**src/rtl/lsu_mem_stage_pkg.sv**
```systemverilog
// Shared opcode/state encodings and decode helpers for the load/store memory stage.
// Imported by the stage top, its load extender and the bench.
package lsu_mem_stage_pkg;

  typedef enum logic [3:0] {
    LSU_NONE = 4'd0,
    LSU_LB   = 4'd1,
    LSU_LBU  = 4'd2,
    LSU_LH   = 4'd3,
    LSU_LHU  = 4'd4,
    LSU_LW   = 4'd5,
    LSU_SB   = 4'd6,
    LSU_SH   = 4'd7,
    LSU_SW   = 4'd8
  } lsu_op_e;

  typedef enum logic [1:0] {
    ST_IDLE   = 2'd0,
    ST_ACCESS = 2'd1,
    ST_RESP   = 2'd2
  } lsu_state_e;

  // Unused opcode values behave as NONE so a stray encoding never touches memory.
  function automatic lsu_op_e decode_op(input logic [3:0] raw);
    lsu_op_e op;
    op = LSU_NONE;
    if (raw <= 4'd8) op = lsu_op_e'(raw);
    return op;
  endfunction

  function automatic logic is_load(input lsu_op_e op);
    return (op == LSU_LB) || (op == LSU_LBU) || (op == LSU_LH) ||
           (op == LSU_LHU) || (op == LSU_LW);
  endfunction

  function automatic logic is_store(input lsu_op_e op);
    return (op == LSU_SB) || (op == LSU_SH) || (op == LSU_SW);
  endfunction

  function automatic logic is_misaligned(input lsu_op_e op, input logic [1:0] off);
    logic half_op;
    logic word_op;
    half_op = (op == LSU_LH) || (op == LSU_LHU) || (op == LSU_SH);
    word_op = (op == LSU_LW) || (op == LSU_SW);
    return (half_op && off[0]) || (word_op && (off != 2'b00));
  endfunction

endpackage

```
**src/rtl/lsu_mem_stage_if.sv**
```systemverilog
// Data-memory bus between the load/store stage (master) and memory (slave).
// Handshake: master holds dm_req and all dm_* fields stable from the first request
// cycle until the cycle dm_ack is seen high; dm_rdata is valid in that same ack cycle.
interface lsu_mem_stage_if;
  logic        dm_req;
  logic        dm_we;
  logic [3:0]  dm_be;
  logic [31:0] dm_addr;
  logic [31:0] dm_wdata;
  logic        dm_ack;
  logic [31:0] dm_rdata;

  modport master (
    output dm_req, dm_we, dm_be, dm_addr, dm_wdata,
    input  dm_ack, dm_rdata
  );

  modport slave (
    input  dm_req, dm_we, dm_be, dm_addr, dm_wdata,
    output dm_ack, dm_rdata
  );
endinterface

```
**src/rtl/lsu_mem_stage_load_extend.sv**
```systemverilog
// Picks the addressed byte/half out of a memory word and sign- or zero-extends it.
// Purely combinational so the writeback mux can reuse it.
module load_extend
  import lsu_mem_stage_pkg::*;
(
    input  logic [31:0] word,
    input  logic [1:0]  off,
    input  lsu_op_e     op,
    output logic [31:0] ext
);

    logic [7:0]  byte_sel;
    logic [15:0] half_sel;

    always_comb begin
        byte_sel = word[8*off +: 8];
        half_sel = off[1] ? word[31:16] : word[15:0];
        case (op)
            LSU_LB:  ext = {{24{byte_sel[7]}}, byte_sel};
            LSU_LBU: ext = {24'd0, byte_sel};
            LSU_LH:  ext = {{16{half_sel[15]}}, half_sel};
            LSU_LHU: ext = {16'd0, half_sel};
            default: ext = word;
        endcase
    end

endmodule

```
**src/rtl/lsu_mem_stage.sv**
```systemverilog
// Load/store stage: one data-memory transaction per accepted request, with lane
// steering, load extension, misalignment trapping and ack-timeout detection.
module lsu_mem_stage
  import lsu_mem_stage_pkg::*;
#(
    parameter int unsigned ACK_TIMEOUT = 255
) (
    input  logic                   clk,
    input  logic                   rst,
    input  logic                   req_valid,
    input  logic [3:0]             mem_op,
    input  logic [31:0]            addr,
    input  logic [31:0]            wdata,
    output logic                   req_ready,
    output logic                   stall,
    output logic                   done,
    output logic [31:0]            rdata,
    output logic                   misalign,
    output logic                   bus_err,
    lsu_mem_stage_if.master        dm,
    output lsu_state_e             dbg_state
);

    lsu_state_e  state_q, state_d;
    lsu_op_e     op_q, op_d;
    logic [31:0] addr_q, addr_d;
    logic [31:0] wdata_q, wdata_d;
    logic [7:0]  cnt_q, cnt_d;
    logic [31:0] rdata_q, rdata_d;
    logic        misalign_q, misalign_d;
    logic        bus_err_q, bus_err_d;

    lsu_op_e     in_op;
    logic [31:0] load_val;
    logic        in_access;
    logic [3:0]  lane_be;
    logic [31:0] lane_wdata;

    load_extend u_load_extend (
        .word (dm.dm_rdata),
        .off  (addr_q[1:0]),
        .op   (op_q),
        .ext  (load_val)
    );

    assign in_op = decode_op(mem_op);

    always_comb begin
        state_d    = state_q;
        op_d       = op_q;
        addr_d     = addr_q;
        wdata_d    = wdata_q;
        cnt_d      = cnt_q;
        rdata_d    = rdata_q;
        misalign_d = misalign_q;
        bus_err_d  = bus_err_q;
        case (state_q)
            ST_IDLE: begin
                if (req_valid) begin
                    op_d       = in_op;
                    addr_d     = addr;
                    wdata_d    = wdata;
                    cnt_d      = 8'd0;
                    misalign_d = 1'b0;
                    bus_err_d  = 1'b0;
                    if (in_op == LSU_NONE) begin
                        state_d = ST_RESP;
                    end else if (is_misaligned(in_op, addr[1:0])) begin
                        misalign_d = 1'b1;
                        state_d    = ST_RESP;
                    end else begin
                        state_d = ST_ACCESS;
                    end
                end
            end
            ST_ACCESS: begin
                // An ack arriving in the timeout cycle still completes the access.
                if (dm.dm_ack) begin
                    if (is_load(op_q)) rdata_d = load_val;
                    state_d = ST_RESP;
                end else if (cnt_q == 8'(ACK_TIMEOUT - 1)) begin
                    bus_err_d = 1'b1;
                    rdata_d   = 32'd0;
                    state_d   = ST_RESP;
                end else begin
                    cnt_d = cnt_q + 8'd1;
                end
            end
            ST_RESP: state_d = ST_IDLE;
            default: state_d = ST_IDLE;
        endcase
    end

    always_ff @(posedge clk or posedge rst) begin
        if (rst) begin
            state_q    <= ST_IDLE;
            op_q       <= LSU_NONE;
            addr_q     <= 32'd0;
            wdata_q    <= 32'd0;
            cnt_q      <= 8'd0;
            rdata_q    <= 32'd0;
            misalign_q <= 1'b0;
            bus_err_q  <= 1'b0;
        end else begin
            state_q    <= state_d;
            op_q       <= op_d;
            addr_q     <= addr_d;
            wdata_q    <= wdata_d;
            cnt_q      <= cnt_d;
            rdata_q    <= rdata_d;
            misalign_q <= misalign_d;
            bus_err_q  <= bus_err_d;
        end
    end

    // Loads read the full word; the extender picks the lane afterwards.
    always_comb begin
        lane_be    = 4'b1111;
        lane_wdata = 32'd0;
        case (op_q)
            LSU_SB: begin
                lane_be    = 4'b0001 << addr_q[1:0];
                lane_wdata = {4{wdata_q[7:0]}};
            end
            LSU_SH: begin
                lane_be    = addr_q[1] ? 4'b1100 : 4'b0011;
                lane_wdata = {2{wdata_q[15:0]}};
            end
            LSU_SW:  lane_wdata = wdata_q;
            default: lane_wdata = 32'd0;
        endcase
    end

    assign in_access   = (state_q == ST_ACCESS);
    assign dm.dm_req   = in_access;
    assign dm.dm_we    = in_access && is_store(op_q);
    assign dm.dm_be    = in_access ? lane_be : 4'b0000;
    assign dm.dm_addr  = in_access ? {addr_q[31:2], 2'b00} : 32'd0;
    assign dm.dm_wdata = in_access ? lane_wdata : 32'd0;

    assign req_ready = (state_q == ST_IDLE);
    assign done      = (state_q == ST_RESP);
    assign stall     = req_valid && !done;
    assign rdata     = rdata_q;
    assign misalign  = misalign_q;
    assign bus_err   = bus_err_q;
    assign dbg_state = state_q;

endmodule

```
**src/flat_wrapper.sv**
```systemverilog
// flat-port wrapper written by rule: the top's interface ports become plain ports
module lsu_mem_stage_flat import lsu_mem_stage_pkg::*;
#(
    parameter int unsigned ACK_TIMEOUT = 255
)
  (clk, rst, req_valid, mem_op, addr, wdata, req_ready, stall, done, rdata, misalign, bus_err, dbg_state, dm_dm_req, dm_dm_we, dm_dm_be, dm_dm_addr, dm_dm_wdata, dm_dm_ack, dm_dm_rdata);
  lsu_mem_stage_if dm_i ();
  input  logic clk;
  input  logic rst;
  input  logic req_valid;
  input  logic [3:0] mem_op;
  input  logic [31:0] addr;
  input  logic [31:0] wdata;
  output logic req_ready;
  output logic stall;
  output logic done;
  output logic [31:0] rdata;
  output logic misalign;
  output logic bus_err;
  output lsu_state_e dbg_state;
  output wire logic [$bits(dm_i.dm_req)-1:0] dm_dm_req;
  output wire logic [$bits(dm_i.dm_we)-1:0] dm_dm_we;
  output wire logic [$bits(dm_i.dm_be)-1:0] dm_dm_be;
  output wire logic [$bits(dm_i.dm_addr)-1:0] dm_dm_addr;
  output wire logic [$bits(dm_i.dm_wdata)-1:0] dm_dm_wdata;
  input wire logic [$bits(dm_i.dm_ack)-1:0] dm_dm_ack;
  input wire logic [$bits(dm_i.dm_rdata)-1:0] dm_dm_rdata;
  assign dm_dm_req = dm_i.dm_req;
  assign dm_dm_we = dm_i.dm_we;
  assign dm_dm_be = dm_i.dm_be;
  assign dm_dm_addr = dm_i.dm_addr;
  assign dm_dm_wdata = dm_i.dm_wdata;
  assign dm_i.dm_ack = dm_dm_ack;
  assign dm_i.dm_rdata = dm_dm_rdata;
  lsu_mem_stage #(.ACK_TIMEOUT(ACK_TIMEOUT)) u_core (.clk(clk), .rst(rst), .req_valid(req_valid), .mem_op(mem_op), .addr(addr), .wdata(wdata), .req_ready(req_ready), .stall(stall), .done(done), .rdata(rdata), .misalign(misalign), .bus_err(bus_err), .dm(dm_i), .dbg_state(dbg_state));
endmodule
```
**config.mk**
```make
export PLATFORM = sky130hd
export DESIGN_NAME = lsu_mem_stage_flat
export DESIGN_NICKNAME = d
export VERILOG_FILES = /design/src/rtl/lsu_mem_stage_pkg.sv /design/src/rtl/lsu_mem_stage_if.sv /design/src/rtl/lsu_mem_stage_load_extend.sv /design/src/rtl/lsu_mem_stage.sv /design/src/flat_wrapper.sv
export SDC_FILE = /design/constraint.sdc
export NUM_CORES = 1
export LEC_CHECK = 0
export CAP_MARGIN = 20
export CORE_MARGIN = 2
export CORE_UTILIZATION = 40
export CTS_CLUSTER_DIAMETER = 50
export DETAILED_ROUTE_END_ITERATION = 10
export PLACE_DENSITY = 0.75
export SKIP_LAST_GASP = 1
export SLEW_MARGIN = 10
export SYNTH_ARGS = -nofsm -noshare
export SYNTH_HDL_FRONTEND = slang
export SYNTH_HIERARCHICAL = 1
export SYNTH_SLANG_ARGS = --single-unit
```
**constraint.sdc**
```tcl
create_clock -name clk -period 3.7 [get_ports clk]
set_input_delay 0.74 -clock clk [delete_from_list [all_inputs] [get_ports clk]]
set_output_delay 0.74 -clock clk [all_outputs]
set_load 0.005 [all_outputs]
```
; ---- After elaboration in Yosys (flattened, before gate mapping)
; Cells that the tools add are included.
[totals]
regBits = 112
inputBits = 104
out_inout_bits = 109
wordCells = 87
[classes]
n_addsub = 1
magnitude_cmp = 1
eq_ne = 22
n_shift = 2
mux = 28
n_reduce_logical = 25
[op_table]
columns = op, count
row1 = $mux W32, 5
row2 = $pmux W32 S4, 1
row3 = $pmux W32 S3, 1
row4 = $shiftx A32 B6 Y8, 1
row5 = $eq A4 B3 Y1 const B, 7
row6 = $mux W8, 3
row7 = $mux W16, 1
row8 = $pmux W8 S2, 1
row9 = $eq A4 B2 Y1 const B, 3
row10 = $mux W4, 3
row11 = $logic_or A1 B1 Y1, 10
row12 = $mux W2, 5
row13 = $add A8 B1 Y8 const B, 1
row14 = $eq A4 B4 Y1 const B, 2
row15 = $eq A8 B8 Y1 const B, 1
row16 = $ne A2 B2 Y1 const B, 4
row17 = $pmux W4 S2, 1
row18 = $reduce_and A4 Y1, 2
row19 = $reduce_bool A2 Y1, 3
row20 = $mux W1, 5
row21 = $eq A4 B1 Y1 const B, 1
row22 = $le A4 B4 Y1 const B, 1
row23 = $logic_and A1 B1 Y1, 4
row24 = $logic_not A4 Y1, 1
row25 = 11 further kinds, 12

; ---- Depth between registers and ports, before layout
; Gate-level depths: netlist (run 1).
[depth]
depth_word = 11
depth_mapped = 7
depth_no_buf = 6

; ---- By module
; Netlist (run 1), hierarchy kept.
[modules_own_cells]
columns = mod, n_inst, cells_per_inst, area_each_um2
row1 = lsu_mem_stage, 1, 577, 5206.2
row2 = load_extend, 1, 105, 908.4

; ---- Worst setup path after synthesis (run 1)
; No wires, ideal clock.
[synth_path]
path_kind = reg-to-output
start = register u_core.op_q[0]
end = output port dm_dm_wdata[29]
arrival_time_ps = 1365
path_slack_ps = 1595
stages_incl_launch_ff = 7
n_path_buf = 2
path_cell_list = dfrtp_1 > nor3_1 > and2_1 > buf_2 > buf_2 > nand2_1 > a21oi_1
[synth_between]
elab_chain_len = 3
elab_cells_between_ends = 5
classes_between = 3 x eq/ne / 2 x mux
[synth_lines]
columns = item, line
row1 = from (decl), lsu_mem_stage.sv:25  ; lsu_op_e op_q, op_d;
row2 = from (signal assigned), lsu_mem_stage.sv:106  ; op_q <= op_d;
row3 = $eq A4 B4 Y1 or $eq A4 B3 Y1 (tied branches), lsu_mem_stage.sv:120  ; case (op_q)
row4 = $pmux W32 S3 (*), lsu_mem_stage.sv:120
row5 = $mux W32 (*), lsu_mem_stage.sv:139  ; assign dm.dm_wdata = in_access ? lane_wdata : 32'd0;
row6 = to (decl), flat_wrapper.sv:25  ; output wire logic [$bits(dm_i.dm_wdata)-1:0] dm_dm_wdata;
; Mark *: on every way between the ends. The rest lies on a longest branch, timed or not.

; ---- Worst setup path after layout (run 1)
[layout_path]
start = register u_core.op_q[1]
end = output port dm_dm_wdata[7]
; Same word-level chain as after synthesis.

==> results of run 1 <==
[worst register-to-register path: stages (launching register included)]
cell	delay [ps]
dfrtp_1	380
buf_4	220
or3b_4	430
a21o_1	530
a221o_1	520
a22o_1	210
[report_power, final]
part	internal (W)	switching, W	total (W)
combinational	0.00105	0.000938	0.00199
clock	0.000615	0.000461	0.00108
sequential	0.00165	0.000341	0.00199
[per-layer routing]
| layer | up-vias | GRT usage, % |
|---|---|---|
| met5 | - | 0 |
| li1 | 2695 | - |
| met3 | 34 | 8.79 |
| met1 | 2698 | 31.2 |
| met2 | 236 | 35.0 |
| met4 | 0 | 8.02 |
[state kept, by name, indices dropped and copies added, names as in the netlist]
signal            cells
u_core/addr_q        32
u_core/rdata         32
u_core/wdata_q       32
u_core/cnt_q          8
u_core/op_q           4
u_core/dbg_state      2
u_core/bus_err        1
u_core/misalign       1
[cell families after synthesis]
family | count (synthesis) | share of synthesized area, %
fa+ha+maj | 3 | 0.573
other cells | 1 | 0.0613
compound gates | 135 | 16.1
mux | 30 | 7.00
flops | 112 | 45.8
buf+inv | 65 | 5.71
xor+xnor | 3 | 0.430
simple gates | 333 | 24.2
[metrics by stage]
| step | hold slack, ps | total power (W) | util, % |
|---|---|---|---|
| finish | 466 | 0.00506 | 57.0 |
| global route | 489 | 0.00538 | 57.0 |
| CTS | 471 | 0.00509 | 57.0 |
| detailed placement | 454 | 0.00399 | 54.8 |
| global placement | 450 | 0.00395 | 54.8 |
| floorplan | 437 | 0.00312 | - |
[how the worst max path moves through the flow]
stage                               from          endpoint  cells past startpoint
final                     u_core/op_q[1]    dm_dm_wdata[7]                      5
after detailed placement  u_core/op_q[1]    dm_dm_wdata[1]                      5
after global placement    u_core/op_q[1]    dm_dm_wdata[0]                      5
after CTS                 u_core/op_q[1]    dm_dm_wdata[7]                      5
after floorplan                      rst  u_core/addr_q[0]                      1
after global routing      u_core/op_q[1]    dm_dm_wdata[0]                      5
[what timing repair did]
action                                 CTS  global route
hold buffers                             0             0
endpoints found under the hold margin    0             0
buffers inserted                         0             0
setup endpoints to repair                0             7
gates resized for setup                  0             1
[cells in the final DEF (no fill, tap or decap), types with 6 or more instances in the layout]
cell and count:
mux2_2 14, dfrtp_1 112, o211ai_1 9, o21ai_0 13
mux2i_1 9, a22oi_1 8, clkbuf_16 9, a22o_1 33
inv_1 7, and3_1 32, nand2_1 237, and2_1 9
nand3_1 10, a21oi_1 30, a221o_1 6, buf_4 11
mux4_1 6, clkdlybuf4s50_1 210, a21o_1 18, nor2_1 18
[final cells by class]
cell class | instances | share of cell area (%)
Multi-Input combinational cell | 506 | 34.5
Sequential cell | 112 | 32.6
Timing Repair Buffer | 223 | 25.9
Clock buffer | 10 | 2.78
Tap cell | 188 | 2.74
Clock inverter | 5 | 1.00
Inverter | 10 | 0.466
==> flow_summary.toml, run 1 <==
[outcome]
status = "finished, final reports clean"

[clock_network]
cts.reportedPaths.clkPinSlew_ps = 80
insertion_delay_ps = 360
cts_tree = "done"
cts.htree.levels = 3
clock-root-buffer = "clkbuf_16"
cts.sinks = 112
clk_path_buf_depth = 2
cts_buffers = 9

[sta]
rsz0062_at_grt = "false"
fin_crit_sh_pct = 93.0
final-hold-violation-count = 0
slew_viol_final = 0
worst_slew_pin_slew_ps = 1040
setup_violations = 0
fin_crit_ps = 3440
clock_skew_ps = 10.4
setup_tns_ps = 0
fmax_mhz = 291
maxSlewHeadroom_pct = 30.9
fin_ws_ps = 261

[power]
vdd_drop_max_mv = 0.260
power.leakage_nw = 4.02
power_density_nw_per_um2 = 589

[job]
drv_cap = 0

[grt]
antenna_found_initial = 0
track_usage_pct = 23.4
grt_max_degree = 48
grt_overflow = 0
grt_pass1_wl_um = 29900
grt_pass1_vias = 5476

[setup_path]
crit_family = "simple AND/OR/NAND/NOR gates"
r2r_start = "u_core/op_q[0]"
path_cells = "nor3_1 -> and2_2 -> o21a_1 -> and2_1 -> clkdlybuf4s50_1"
arrival_ps = 2700
worst_r2r_endpoint = "u_core/rdata[13]"
cp_max_fo = 12
crit_path_end_kind = "primary output"
worstRegToRegCells = 5
critPathBufInv = 1
crit_type = "reg -> out"
required_ps = 2960
cpMaxStageDelayCell = "dfrtp_1"
cpPeakStageDelay_ps = 520
startpoint_type = "flip-flop"
ff2ff_setup_slack_ps = 1310

[place]
dp.cells = 1039
dp_slack_ps = 567
dpl_cell_area_um2 = 8270
dpl.hpwl_um = 13200
place_congestion = 0.882
io_buffer_count = 210

[cells_and_area]
finish.instance_area_um2 = 8600
finalNetCount = 968
register_area_um2 = 2800
drive_gt1_share_pct = 6.58
diodes = 0
multi_input_area_um2 = 2970
fill_cells = 1327
finalNonFillerCells = 1054
areaGrowthSynthToFinish_pct = 40.6

[logic_synthesis]
yosys-top-cells-count = "237 x nand2_1, 112 x dfrtp_1, 33 x a22o_1, 33 x and3_1, 30 x a21oi_1"
yosysTopAreaCell = "dfrtp_1"
yosys-top-cells-area = "dfrtp_1 46%, nand2_1 15%, a22o_1 4.7%"
yosysWarnings = 6
ys_seq_area_share_pct = 45.8
synth-seq-cells = 112
async_reset_ff_share_pct = 100
yosysMostFrequentCell = "nand2_1"
synth.cell_area_um2 = 6110
synth_edf_count = 0
synthFlopType = "dfrtp_1"
syn_inst = 682
synth_top_area_share_pct = 45.8
synth_cell_types = 56
avgSynthCellArea_um2 = 8.97

[floorplan]
num_rows = 45
start_util_pct = 40.5
die_h_um = 128
ios = 213
dieArea_um2 = 16300
fp.coreArea_um2 = 15100
die_w_um = 128

[detailed_routing]
drt_first_iter_violations = 487
via_per_inst = 5.37
ant_nets = 0
wl_met2_um = 8470
wl_per_cell_um = 18.0
drt-total-wl_um = 19000
top_layer_used = "met4"
wl_met1_um = 8060
first_pass_iters = 5
met3RoutedLength_um = 1980
vias = 5663
drc_errors = 0

[worst_hold_path]
min_to = "u_core/addr_q[23]"
holdPathStages = 2
hp-start = "u_core/addr_q[23]"
hold_class = "reg -> reg"
No activity file was read; power rests on OpenSTA's default activity.
==> run 2: changes to the inputs <==
--- a/config.mk
+++ b/config.mk
@@ -10,7 +10,8 @@
 export CORE_UTILIZATION = 40
 export CTS_CLUSTER_DIAMETER = 50
 export DETAILED_ROUTE_END_ITERATION = 10
-export PLACE_DENSITY = 0.75
+export GPL_TIMING_DRIVEN = 0
+export PLACE_DENSITY = 0.72
 export SKIP_LAST_GASP = 1
 export SLEW_MARGIN = 10
 export SYNTH_ARGS = -nofsm -noshare
==> constraint.sdc (replaced) <==
create_clock -name clk -period 4.37 [get_ports clk]
set_input_delay 0.874 -clock clk [delete_from_list [all_inputs] [get_ports clk]]
set_output_delay 0.874 -clock clk [all_outputs]
set_load 0.005 [all_outputs]
==> flow_summary.toml, run 2 (same netlist as run 1, synthesis figures left out) <==
[grt]
grt.busiest_layer = "met2"
use_met3_pct = 8.17
grt_overflow = 0
grt_pass1_vias = 5453
met1_usage_pct = 32.6
grt_pass1_wl_um = 30200
grt_max_degree = 61
track_usage_pct = 23.9
use_met2_pct = 36.6
antenna_found_initial = 0

[clock_network]
post_cts_resized = 0
cts.htree.levels = 3
cts_buffers = 9
cts.sinks = 112
cts.reportedPaths.clkPinSlew_ps = 80
cts_tree = "done"
insertion_delay_ps = 360
post-cts-setup-buffers = 0
clk_path_buf_depth = 2
clock-root-buffer = "clkbuf_16"
hold_buffers = 0

[cells_and_area]
layout_commonest_cell = "nand2_1"
drive_gt1_share_pct = 7.92
diodes = 0
final_core_util_pct = 58.2
areaGrowthSynthToFinish_pct = 43.5
final_cell_mix = "237 x nand2_1, 209 x clkdlybuf4s50_1, 112 x dfrtp_1"
finalNetCount = 1010

[power]
power_frac_comb_pct = 41.4
power_frac_seq_pct = 38.7
power.leakage_nw = 4.12
sw_frac_of_total_pct = 35.1
vdd_drop_max_mv = 0.233
power_density_nw_per_um2 = 490
pwr-share-clk_pct = 19.9
p_int_w = 0.00279
power_switching_w = 0.00151
power_w = 0.00430

[detailed_routing]
ant_nets = 0
wl_per_cell_um = 17.7
drc_errors = 0
drt-total-wl_um = 19500
first_pass_iters = 5
via_per_inst = 5.28
vias = 5788
drt_first_iter_violations = 408

[sta]
clock_skew_ps = 12.3
maxSlewHeadroom_pct = 53.8
worst_slew_pin_slew_ps = 691
fin_crit_sh_pct = 80.0
slew_viol_final = 0
final-hold-violation-count = 0
rsz0062_at_grt = "false"
fin_crit_ps = 3500
fmax_mhz = 286
setup_violations = 0

[setup_path]
crit_family = "buffers and inverters"
cp_max_fo = 10
worstRegToRegCells = 7
crit_top_cell = "buf_2"
crit_type = "reg -> out"
worst_r2r_endpoint = "u_core/rdata[7]"
r2r_start = "u_core/addr_q[1]"
startpoint_type = "flip-flop"
cpPeakStageDelay_ps = 550
ff2ff_setup_slack_ps = 2060
path_cells = "nor3_1 -> and2_1 -> buf_2 -> buf_2 -> nand2_1 -> a21oi_1 -> clkdlybuf4s50_1"
critPathBufInv = 3
arrival_ps = 2620
required_ps = 3500
crit_path_end_kind = "primary output"
cpMaxStageDelayCell = "clkdlybuf4s50_1"

[place]
io_buffer_count = 209
dpl.hpwl_um = 14300
place_congestion = 0.836

[job]
drv_cap = 0

[worst_hold_path]
holdPathStages = 2
min_to = "u_core/addr_q[13]"
hold_class = "reg -> reg"
hp-start = "u_core/addr_q[13]"

[outcome]
status = "finished, final reports clean"

[floorplan]
start_util_pct = 40.5
die_w_um = 128
dieArea_um2 = 16300
num_rows = 45
die_h_um = 128
fp.coreArea_um2 = 15100
ios = 213
-- run 2: worst max path at each step --
stage / slack [ps] / cells after the start / end / from
finish: 870 / 7 / dm_dm_wdata[30] / u_core/op_q[0]
global route: 730 / 6 / dm_dm_wdata[15] / u_core/op_q[2]
CTS: 900 / 6 / dm_dm_wdata[2] / u_core/op_q[0]
detailed placement: 1310 / 6 / dm_dm_wdata[3] / u_core/op_q[0]
global placement: -1320 / 2 / u_core/wdata_q[18] / rst
floorplan: 540 / 1 / u_core/addr_q[0] / rst
-- run 2: through the flow --
step                      cell area [um2]  instances  TNS, ps  setup slack, ps  hold WS, ps
after floorplan                      6120        683        0              537          437
after global placement               8450       1080  -147520            -1320          449
after detailed placement             8480       1081        0             1310          454
after CTS                            8780       1097        0              901          473
after global routing                 8780       1097        0              729          493
final                                8780       1097        0              873          470
-- run 2: tightest hold or removal path, cell delays in order (launching register included) --
cell,delay [ps]
dfrtp_1,340
nand2_1,50
nand2_1,50
-- run 2: power groups by stage --
stage / clock network [W] / registers (W) / logic [W]
floorplan: 0 / 0.00160 / 0.00104
global placement: 0 / 0.00167 / 0.00174
detailed placement: 0 / 0.00167 / 0.00177
CTS: 0.000875 / 0.00166 / 0.00178
global route: 0.000916 / 0.00171 / 0.00195
finish: 0.000856 / 0.00166 / 0.00178
-- run 2: cell type report --
cell class / instances / area, um2
well taps: 188 / 235
flip-flops and latches: 112 / 2800
fillers: 1369 / 6310
clock inverters: 5 / 65.1
clock buffers: 11 / 233
plain buffers: 55 / 312
repair buffers: 210 / 2120
multi-input cells: 506 / 2970
inverters: 10 / 42.5
-- run 2: metal layers --
metal	wire length (um)	vias to the layer above
met5	0	-
met3	1760	16
met2	8810	233
met1	8630	2752
li1	-	2787
met4	268	0
==> run 3: changes to the inputs <==
--- a/config.mk
+++ b/config.mk
@@ -11,7 +11,7 @@
 export CTS_CLUSTER_DIAMETER = 50
 export DETAILED_ROUTE_END_ITERATION = 10
 export GPL_TIMING_DRIVEN = 0
-export PLACE_DENSITY = 0.72
+export PLACE_DENSITY = 0.75
 export SKIP_LAST_GASP = 1
 export SLEW_MARGIN = 10
 export SYNTH_ARGS = -nofsm -noshare
==> constraint.sdc (replaced) <==
create_clock -name clk -period 2.85 [get_ports clk]
set_input_delay 0.57 -clock clk [delete_from_list [all_inputs] [get_ports clk]]
set_output_delay 0.57 -clock clk [all_outputs]
set_load 0.005 [all_outputs]
==> flow_summary.toml, run 3 (same netlist as run 1, synthesis figures left out) <==
[outcome]
status = "finished, final reports clean"

[sta]
maxSlewHeadroom_pct = 50.8
slew_viol_final = 0
clock_skew_ps = 8.07
worst_slew_pin_slew_ps = 736
final-hold-violation-count = 0
fin_crit_ps = 2800
setup_tns_ps = 0
fin_crit_sh_pct = 98.2
setup_violations = 0
fmax_mhz = 357

[detailed_routing]
first_pass_iters = 5
drt-total-wl_um = 19900
via_per_inst = 5.40
drc_errors = 0
drt_first_iter_violations = 423
wl_per_cell_um = 18.1
vias = 5962
ant_nets = 0

[grt]
grt_pass1_wl_um = 30800
grt_pass1_vias = 5732
grt_overflow = 0
antenna_found_initial = 0
grt_max_degree = 35
track_usage_pct = 24.3

[setup_path]
ff2ff_setup_slack_ps = 600
cp_max_fo = 10
crit_path_end_kind = "primary output"
required_ps = 2280
crit_type = "reg -> out"
worstRegToRegCells = 7
worst_r2r_endpoint = "u_core/rdata[7]"
r2r_start = "u_core/addr_q[1]"
startpoint_type = "flip-flop"
arrival_ps = 2230

[cells_and_area]
areaGrowthSynthToFinish_pct = 46.0
drive_gt1_share_pct = 10.7
diodes = 0
final_cell_mix = "237 x nand2_1, 203 x clkdlybuf4s50_1, 108 x dfrtp_1"
finalNetCount = 1017
final_core_util_pct = 59.2
finalNonFillerCells = 1104
layout_commonest_cell = "nand2_1"
finish.instance_area_um2 = 8930

[power]
power_frac_comb_pct = 42.6
sw_frac_of_total_pct = 35.9
power_switching_w = 0.00238
p_int_w = 0.00424
power_density_nw_per_um2 = 742
power.leakage_nw = 4.27
pwr-share-clk_pct = 18.9
power_frac_seq_pct = 38.5
vdd_drop_max_mv = 0.367

[worst_hold_path]
holdPathStages = 2
hold_class = "reg -> reg"
min_to = "u_core/addr_q[19]"
hp-start = "u_core/addr_q[19]"

[clock_network]
cts_buffers = 9
cts.reportedPaths.clkPinSlew_ps = 80
cts.htree.levels = 3
clock-root-buffer = "clkbuf_16"
hold_buffers = 0
cts_tree = "done"
insertion_delay_ps = 360
cts.sinks = 112
clk_path_buf_depth = 2

[floorplan]
die_w_um = 128
num_rows = 45
start_util_pct = 40.5
dieArea_um2 = 16300
fp.coreArea_um2 = 15100
ios = 213
die_h_um = 128

[job]
drv_cap = 0

[place]
place_congestion = 0.872
io_buffer_count = 209
dpl.hpwl_um = 14800
dp.cells = 1083
dpl_cell_area_um2 = 8510
## run 3: changes by cell type in the layout (fill, tap and decap cells not counted), moves of 2 or more
cell / delta
dfrtp_1: -4
dlymetal6s2s_1: +6
a21oi_1: -7
buf_12: +3
clkinvlp_4: +2
clkbuf_4: +2
a21oi_2: +7
buf_2: -2
dfrtp_2: +4
clkbuf_1: -5
clkinv_4: -2
buf_6: +3
clkdlybuf4s50_1: -6
buf_4: +5
## run 3: final cells by class
cell class / count / area [um2]
Multi-Input combinational cell: 506 / 3020
Clock buffer: 10 / 229
Buffer: 55 / 340
Fill cell: 1353 / 6160
Clock inverter: 6 / 50.0
Inverter: 10 / 41.3
Tap cell: 188 / 235
Timing Repair Buffer: 217 / 2200
Sequential cell: 112 / 2810
## run 3: worst max path at each step
stage,from,endpoint,slack (ps)
after CTS,u_core/op_q[0],dm_dm_wdata[10],2
after floorplan,u_core/op_q[0],u_core/rdata[13],900
after global placement,rst,u_core/wdata_q[19],-280
after detailed placement,u_core/op_q[0],dm_dm_wdata[2],40
final,u_core/op_q[0],dm_dm_wdata[15],50
after global routing,u_core/op_q[0],dm_dm_wdata[30],-20
## run 3: metrics by stage
step | hold slack (ps) | power [W] | setup slack, ps
2_1_floorplan | 437 | 0.00405 | 901
3_3_place_gp | 450 | 0.00522 | -278
3_5_place_dp | 454 | 0.00530 | 39.9
4_1_cts | 474 | 0.00660 | 2.23
5_1_grt | 491 | 0.00701 | -16.3
6_report | 469 | 0.00662 | 50.2
## run 3: timing repair
action / CTS / global route
gates cloned: 0 / 0
resized for setup: 20 / 17
buffers inserted: 2 / 3
pin swaps: 0 / 2
setup endpoints to repair: 33 / 31
## run 3: power groups by stage
stage	Clock [W]	Combinational [W]	Sequential, W
floorplan	0	0.00159	0.00246
global placement	0	0.00267	0.00255
detailed placement	0	0.00273	0.00257
CTS	0.00127	0.00278	0.00255
global route	0.00133	0.00307	0.00261
finish	0.00125	0.00282	0.00255
## run 3: per-layer routing
layer / vias up / global-route usage, % / part of all wire [%] / wire [um]
met5: - / 0 / 0 / 0
met4: 0 / 9.63 / 2.8 / 561
met3: 42 / 6.78 / 9.0 / 1800
met2: 265 / 38.6 / 46 / 9100
met1: 2848 / 31.5 / 43 / 8490
li1: 2807 / - / - / -
## run 3: critical path: stages, from the launching register on
cell	delay, ps
dfrtp_2	430
nor3_4	190
and2_1	170
buf_6	140
buf_6	140
nand2_1	60
a21oi_1	190
clkdlybuf4s50_1	530
